==> src/rtl/uart_echo_fifo.sv <==
// Buffered echo bridge: rising-edge captured receiver characters queue in a
// circular FIFO and are replayed to the transmitter via a start/busy handshake.
//
// state        | meaning
// -------------+--------------------------------------------------------
// ST_IDLE      | waiting for a queued character with hold released
// ST_START     | tx_start_o pulse; character already latched in tx_data_o
// ST_WAIT_BUSY | waiting for transmitter to acknowledge with busy
// ST_WAIT_DONE | transmitter busy; waiting for it to finish
module uart_echo_fifo #(
    parameter int P_DATA_W       = 7,
    parameter int P_ADDR_W       = 4,
    parameter int P_BUSY_TIMEOUT = 16,
    parameter int P_CNT_W        = 8
) (
    input  logic                clk_i,
    input  logic                rst_n_i,
    input  logic                rx_data_ready_i,
    input  logic [P_DATA_W-1:0] rx_data_i,
    input  logic                parity_err_i,
    input  logic                framing_err_i,
    input  logic                tx_busy_i,
    output logic                tx_start_o,
    output logic [P_DATA_W-1:0] tx_data_o,
    input  logic                hold_i,
    input  logic                err_filter_i,
    input  logic                flush_i,
    output logic [P_ADDR_W:0]   fifo_count_o,
    output logic                fifo_empty_o,
    output logic                fifo_full_o,
    output logic                overflow_o,
    output logic [P_CNT_W-1:0]  drop_cnt_o,
    output logic [P_CNT_W-1:0]  timeout_cnt_o
);

    localparam int DEPTH = 2 ** P_ADDR_W;
    localparam int CNT_W = P_ADDR_W + 1;
    localparam int TMR_W = $clog2(P_BUSY_TIMEOUT + 1);
    localparam logic [CNT_W-1:0]   FULL_CNT = CNT_W'(DEPTH);
    localparam logic [TMR_W-1:0]   TMR_LOAD = TMR_W'(P_BUSY_TIMEOUT - 1);
    localparam logic [P_CNT_W-1:0] SAT_MAX  = '1;

    typedef enum logic [1:0] {
        ST_IDLE,
        ST_START,
        ST_WAIT_BUSY,
        ST_WAIT_DONE
    } state_t;

    state_t               state_q, state_d;
    logic                 rdy_q, rdy_d;
    logic [P_ADDR_W-1:0]  wr_ptr_q, wr_ptr_d;
    logic [P_ADDR_W-1:0]  rd_ptr_q, rd_ptr_d;
    logic [CNT_W-1:0]     count_q, count_d;
    logic                 empty_q, empty_d;
    logic                 full_q, full_d;
    logic                 overflow_q, overflow_d;
    logic [P_CNT_W-1:0]   drop_cnt_q, drop_cnt_d;
    logic [P_CNT_W-1:0]   timeout_cnt_q, timeout_cnt_d;
    logic [TMR_W-1:0]     tmr_q, tmr_d;
    logic [P_DATA_W-1:0]  tx_data_q, tx_data_d;

    logic [P_DATA_W-1:0]  mem_q [DEPTH];

    logic push_req;
    logic err_drop;
    logic ovf_drop;
    logic wr_en;
    logic pop;

    // FIFO datapath and status
    always_comb begin
        push_req   = rx_data_ready_i & ~rdy_q;
        err_drop   = push_req & err_filter_i & (parity_err_i | framing_err_i);
        pop        = (state_q == ST_IDLE) & ~hold_i & (count_q != '0) & ~flush_i;
        ovf_drop   = push_req & ~err_drop & (count_q == FULL_CNT) & ~pop & ~flush_i;
        wr_en      = push_req & ~err_drop & ((count_q != FULL_CNT) | pop) & ~flush_i;

        rdy_d      = rx_data_ready_i;
        wr_ptr_d   = wr_ptr_q;
        rd_ptr_d   = rd_ptr_q;
        count_d    = count_q;
        overflow_d = overflow_q;
        drop_cnt_d = drop_cnt_q;

        if (flush_i) begin
            wr_ptr_d   = '0;
            rd_ptr_d   = '0;
            count_d    = '0;
            overflow_d = 1'b0;
        end else begin
            if (wr_en) begin
                wr_ptr_d = wr_ptr_q + 1'b1;
            end
            if (pop) begin
                rd_ptr_d = rd_ptr_q + 1'b1;
            end
            if (wr_en && !pop) begin
                count_d = count_q + 1'b1;
            end else if (pop && !wr_en) begin
                count_d = count_q - 1'b1;
            end
            if (ovf_drop) begin
                overflow_d = 1'b1;
            end
            if ((err_drop || ovf_drop) && (drop_cnt_q != SAT_MAX)) begin
                drop_cnt_d = drop_cnt_q + 1'b1;
            end
        end

        empty_d = (count_d == '0);
        full_d  = (count_d == FULL_CNT);
    end

    // Transmit handshake FSM; busy timer counts down to a terminal zero
    always_comb begin
        state_d       = state_q;
        tmr_d         = tmr_q;
        tx_data_d     = tx_data_q;
        timeout_cnt_d = timeout_cnt_q;

        case (state_q)
            ST_IDLE: begin
                if (pop) begin
                    tx_data_d = mem_q[rd_ptr_q];
                    state_d   = ST_START;
                end
            end
            ST_START: begin
                tmr_d   = TMR_LOAD;
                state_d = ST_WAIT_BUSY;
            end
            ST_WAIT_BUSY: begin
                if (tx_busy_i) begin
                    state_d = ST_WAIT_DONE;
                end else if (tmr_q == '0) begin
                    state_d = ST_IDLE;
                    if (timeout_cnt_q != SAT_MAX) begin
                        timeout_cnt_d = timeout_cnt_q + 1'b1;
                    end
                end else begin
                    tmr_d = tmr_q - 1'b1;
                end
            end
            ST_WAIT_DONE: begin
                if (!tx_busy_i) begin
                    state_d = ST_IDLE;
                end
            end
            default: begin
                state_d = ST_IDLE;
            end
        endcase
    end

    always_ff @(posedge clk_i or negedge rst_n_i) begin
        if (!rst_n_i) begin
            state_q       <= ST_IDLE;
            rdy_q         <= 1'b0;
            wr_ptr_q      <= '0;
            rd_ptr_q      <= '0;
            count_q       <= '0;
            empty_q       <= 1'b1;
            full_q        <= 1'b0;
            overflow_q    <= 1'b0;
            drop_cnt_q    <= '0;
            timeout_cnt_q <= '0;
            tmr_q         <= '0;
            tx_data_q     <= '0;
        end else begin
            state_q       <= state_d;
            rdy_q         <= rdy_d;
            wr_ptr_q      <= wr_ptr_d;
            rd_ptr_q      <= rd_ptr_d;
            count_q       <= count_d;
            empty_q       <= empty_d;
            full_q        <= full_d;
            overflow_q    <= overflow_d;
            drop_cnt_q    <= drop_cnt_d;
            timeout_cnt_q <= timeout_cnt_d;
            tmr_q         <= tmr_d;
            tx_data_q     <= tx_data_d;
        end
    end

    // Storage needs no reset; occupancy alone decides what is valid
    always_ff @(posedge clk_i) begin
        if (wr_en) begin
            mem_q[wr_ptr_q] <= rx_data_i;
        end
    end

    assign tx_start_o    = (state_q == ST_START);
    assign tx_data_o     = tx_data_q;
    assign fifo_count_o  = count_q;
    assign fifo_empty_o  = empty_q;
    assign fifo_full_o   = full_q;
    assign overflow_o    = overflow_q;
    assign drop_cnt_o    = drop_cnt_q;
    assign timeout_cnt_o = timeout_cnt_q;

endmodule

==> config.mk <==
export PLATFORM = sky130hd
export DESIGN_NAME = uart_echo_fifo
export DESIGN_NICKNAME = d
export VERILOG_FILES = /design/src/rtl/uart_echo_fifo.sv
export SDC_FILE = /design/constraint.sdc
export NUM_CORES = 1
export LEC_CHECK = 0
export ABC_AREA = 1
export CORE_UTILIZATION = 36
export CTS_CLUSTER_SIZE = 40
export DETAILED_ROUTE_END_ITERATION = 8
export GPL_TIMING_DRIVEN = 0
export PLACE_DENSITY = 0.54
export SLEW_MARGIN = 20
export SYNTH_ARGS = -nofsm -noshare
export SYNTH_HDL_FRONTEND = slang
export SYNTH_SLANG_ARGS = --single-unit
==> constraint.sdc <==
create_clock -name clk_i -period 2 [get_ports clk_i]
set_input_delay 0.4 -clock clk_i [delete_from_list [all_inputs] [get_ports clk_i]]
set_output_delay 0.4 -clock clk_i [all_outputs]
set_load 0.05 [all_outputs]
-- Yosys cells after proc, flatten, opt, wreduce, memory -nomap -nowiden
Memory sizes are Yosys's and may differ from the RTL's. A register that Yosys moved wholly into a read port is not among the register bits.
Cells that the tools add are included.
- bitwise operators: 20
- equality and inequality tests: 13
- reductions and logical operators: 20
- mux-type cells: 19
- add/subtract/negate cells: 7
- operator list (kind ; number):
    $mux W5 ; 5
    $add A8 B1 Y8 const B ; 2
    $mux W4 ; 4
    $ne A8 B8 Y1 const B ; 2
    $and A1 B1 Y1 ; 12
    $eq A5 B5 Y1 const B ; 2
    $logic_not A5 Y1 ; 2
    $pmux W5 S2 ; 1
    $sub A5 B1 Y5 const B ; 2
    $add A4 B1 Y4 const B ; 2
    $mux W2 ; 4
    $ne A2 B2 Y1 const B ; 4
    $pmux W2 S4 ; 1
    $reduce_bool A2 Y1 ; 4
    $not A1 Y1 ; 6
    $reduce_and A3 Y1 ; 2
    $add A5 B1 Y5 const B ; 1
    $ne A5 B5 Y1 const B ; 1
    $reduce_bool A5 Y1 ; 1
    $eq A2 B2 Y1 const B ; 2
    $mux W1 ; 4
    $reduce_and A2 Y1 ; 2
    $reduce_and A4 Y1 ; 1
    $logic_and A1 B1 Y1 ; 3
    other kinds (6) ; 9
- memory bits (writable): 112
- output and inout bits: 32
- logic and storage cells: 91
- bits in registers: 40
- input port bits: 16
- memories: 1
- memories (name ; depth ; width ; read ports ; clocked after memory_dff ; wr ports ; line ; text):
    mem_q ; 16 ; 7 ; 1 ; 1 ; 1 ; 63 ; logic [P_DATA_W-1:0] mem_q [DEPTH];

-- Longest topological paths before layout
- depth after elaboration: 14
- mapped depth: 12
- mapped depth without buffers: 12

-- Worst setup path after synthesis
No wires, ideal clock.
- path type: reg2reg
- start: reg count_q[0] (netlist: fifo_count_o[0])
- end: mem mem_q[11][0] (enable)
- clock period less this slack: 2399 ps
- library setup time: 360 ps
- arrival: 2039 ps
- buffers on the path: 0
- cell stages (with the launch flop): 10
- slack: -399 ps
- required time: 1640 ps
- path through: dfrtp_1 > inv_1 > ha_1 > nand3_4 > nand3_2 > nand2_1 > inv_2 > nor2_4 > nand2_1 > nor2_1
- longest elaborated chain between the ends: 8
- elaborated cells between the ends (all ways): 9
- those cells by class: eq/ne: 1; mux: 2; bitwise: 5; reduce/logical: 1
- ends and longest elaborated chain (element ; line ; text):
    from (decl) ; 54 ; logic [CNT_W-1:0] count_q, count_d;
    from (signal assigned) ; 175 ; count_q <= count_d;
    $reduce_bool A5 Y1 ; 75 ; pop = (state_q == ST_IDLE) & ~hold_i & (count_q != '0) & ~flush_i;
    $and A1 B1 Y1 (2 in a row) ; 75 ;
    $or A1 B1 Y1 (*) ; 77 ; wr_en = push_req & ~err_drop & ((count_q != FULL_CNT) | pop) & ~flush_i;
    $and A1 B1 Y1 (*) (2 in a row) ; 77 ;
    $mux W1 (*) ; 188 ; if (wr_en) begin
    $mux W1 (not written as such) (*) ; 189 ; mem_q[wr_ptr_q] <= rx_data_i;
    to (decl) ; 63 ;
Every way passes the cells marked *; elsewhere a longest branch is shown, timed or not.

-- Worst setup path in the final report
- start: reg full_q (netlist: fifo_full_o)
- end: out fifo_full_o
- RTL lines (element ; line ; text):
    from (decl) ; 56 ; logic full_q, full_d;
    from (signal assigned) ; 177 ; full_q <= full_d;
    to (decl) ; 30 ; output logic fifo_full_o,
No word-level cell between the ends.

==> results.ini <==
[placement]
dp_slack_ps=-595
port_buffers=46
dp_hpwl_um=11600
gp_congestion=0.773
placed_cell_area_sq_um=7990

[synth]
yosysSeqAreaShare_pct=64.9
syn-mean-instance-area_sq_um=11.1
yosys.area.top_type=edfxtp_1
synth-seq-cells=159
synth_xor_area_share_pct=2.25
synth.top_cell.area_share_pct=48.1
synthMuxAreaShare_pct=0.876
synth_cells=632
synth_nets=660
ys.warnings.count=0
synth_top_family_by_area=simple AND/OR/NAND/NOR gates
synth_compound_area_share_pct=10.2
synth.area.top_cells=edfxtp_1 48%, dfrtp_1 16%, nor2_1 6.0%, o21ai_0 5.6%, nand2_1 3.8%
yosys.area_share.adder_pct=2.15
synth_area_sq_um=7000
synthSimpleGateAreaFrac_pct=15.5
yosysUniqueCellTypes=42

[layout]
nFillCells=1767
multiInputGateArea_sq_um=2380
area.sequential_sq_um=4550
antennaDiodeCount=0
area_growth_pct=25.7
nets=742
drive_gt1_share_pct=16.5
final_area_sq_um=8800
utilization_pct=46.6

[global_route]
grt_max_degree=25
first_global_vias=4796
overflow=0
antenna_found_initial=0
track_usage_pct=17.9
grt_first_pass_wirelength_um=26600

[critical_path]
path_cells=clkdlybuf4s50_1
cp.depth=1
cp-end-kind=output port
required_ps=1600
critPathTopFamily=buffers and inverters
slowest_delay_ps=790
crit_slowest_cell=clkdlybuf4s50_1
reg2reg_depth=10
cp-start-kind=register
cp_num_buf_inv=1
cp_max_fo=1
worstSetupPathType=register to output port
cp_data_arrival_time_ps=1540

[route]
post_drt_via_cell_ratio=4.99
post_drt_wl_per_cell_um=17.1
drt_iter0_drc=281
drtPass1Iterations=4
vias=4929
drc=0
routed_wl_um=16900
antenna_left=0

[sta]
tightest_slew_ps=773
hold_viol=0
finClkSkew_ps=11.6
fmax_ghz=0.516
worst_slack_ps=61.9
slew_violations=0
setup_violations=0
fin_crit_sh_pct=96.9
slew-limit-headroom_pct=48.3
layout_min_cycle_time_ps=1940

[job]
maxCapViolations=0

[power_and_ir_drop]
power_density_nw_per_um2=981
clockPowerShare_pct=34.3
p_leak_nw=3.47
p_sw_share_pct=31.8
p_switching_mw=2.74
power_frac_seq_pct=44.8
intPower_mw=5.89
combPwrFrac_pct=20.9
vdd_drop_max_mv=0.430

[hold_path]
min_path_cells=2
hold_class=input pin to register

[clocking]
clk_latency_ps=430
cts_tree=done
clk_pin_slew_ps=60
cts-root-buf=clkbuf_16
cts-htree-levels=4
cts_buffers=17
cts.sink_count=159
cts_max_path_buffers=2

[outcome]
status=finished, final reports clean

[floorplanning]
core-area_sq_um=18900
die_x_um=141
io_pins=48
num_rows=50
dieArea_sq_um=20000
die_h_um=141
initial_core_util_pct=37.0

## area by class of cell
type / count / share of cell area [%]
flip-flops and latches: 159 / 51.7
multi-input cells: 402 / 27.0
repair buffers: 63 / 7.83
clock buffers: 18 / 4.88
well taps: 260 / 3.70
inverters: 44 / 1.92
plain buffers: 27 / 1.68
clock inverters: 14 / 1.24
## power by group through the flow
stage	logic, mW	registers, mW	clock network, mW
after global routing	1.97	3.89	3.12
after floorplan	0.796	4.33	0
final	1.81	3.87	2.96
after detailed placement	1.81	3.93	0
after CTS	1.78	3.87	3.01
after global placement	1.77	3.93	0
## metal layers
metal / track usage (%) / wire (um) / vias to the layer above / part of all wire (%)
met3: 3.44 / 681 / 30 / 4.0
met5: 0 / 0 / - / 0
met2: 29.4 / 8270 / 108 / 49
li1: - / - / 2371 / -
met1: 23.4 / 7540 / 2420 / 45
met4: 7.24 / 369 / 0 / 2.2
## kinds of logic (layout without fill, tap and decap cells)
| family | Yosys count | in the layout |
|---|---|---|
| AOI/OAI and AO/OA | 121 | 121 |
| adders and majority gates | 12 | 12 |
| DFF | 159 | 159 |
| buffers and inverters | 71 | 166 |
| and+or+nand+nor | 245 | 245 |
| xor gates and xnor gates | 18 | 18 |
| muxes | 6 | 6 |
## per-stage QoR
step | setup TNS (ps) | total power [mW] | hold WS [ps] | instances
after floorplan | -415 | 5.13 | 104 | 632
after global placement | -96730 | 5.69 | 473 | 938
after detailed placement | -62250 | 5.75 | 443 | 939
after CTS | 0 | 8.66 | 276 | 983
after global routing | -56.7 | 8.97 | 297 | 987
final | 0 | 8.63 | 280 | 987
## Yosys cell counts, drive strengths merged
master and count:
mux2i 5, xor2 9, xnor2 9, dfrtp 46, nand4 5, clkinv 2, clkbuf 15, ha 12
o211ai 24, nand2 73, nand3 38, and3 1, nand3b 2, nor4 1, mux2 1, inv 42
o221ai 6, nor2 116, nor3 7, a21oi 8, nand2b 1, o21a 2, nor3b 1, buf 12
a22oi 1, dfstp 1, edfxtp 112, o21ai 80
## final timing paths
kind / from / end / slack, ps
min in group asynchronous: rst_n_i / drop_cnt_o[1]$_DFFE_PN0P_ / 510
setup / recovery: fifo_full_o$_DFF_PN0_ / fifo_full_o / 60
hold reg to reg: tx_data_o[4]$_DFFE_PN0P_ / tx_data_o[4]$_DFFE_PN0P_ / 480
setup reg to reg: state_q[1]$_DFFE_PN0P_ / mem_q[4][1]$_DFFE_PP_ / 100
hold / removal: flush_i / overflow_o$_DFFE_PN0P_ / 280
max in group asynchronous: rst_n_i / rd_ptr_q[0]$_DFFE_PN0P_ / 950
## flip-flops by register name (all words and copies together) (netlist names)
name	count
fifo_full_o	1
rd_ptr_q	4
drop_cnt_o	8
tx_data_o	7
wr_ptr_q	4
rdy_q	1
tmr_q	5
fifo_empty_o	1
timeout_cnt_o	8
overflow_o	1
fifo_count_o	5
mem_q	112
state_q	2
## layout by cell type (no fill, tap or decap), types with 4 or more instances in the layout
cell / n
buf_12: 8
clkdlybuf4s50_1: 14
a21oi_1: 8
dfrtp_1: 38
nand2_4: 6
clkbuf_2: 6
xnor2_1: 9
edfxtp_1: 112
ha_1: 11
o21ai_0: 78
dlymetal6s2s_1: 5
buf_4: 7
nand4_1: 4
clkbuf_1: 10
mux2i_1: 5
dlygate4sd2_1: 25
inv_2: 5
nor2_4: 19
nor3_1: 6
buf_6: 4
inv_1: 36
nand2_1: 65
clkbuf_16: 17
xor2_1: 9
nand3_1: 35
nor2_1: 93
o221ai_1: 5
o211ai_1: 24
clkinvlp_4: 5
dfrtp_2: 8
buf_2: 6
## what timing repair did
item,in CTS,in global routing
hold buffers,1,0
hold endpoints to repair,22,0
setup endpoints to repair,142,127
pin swaps,11,7
buffers inserted,11,4
gates resized for setup,33,34
(Power assumes the default switching activity.)
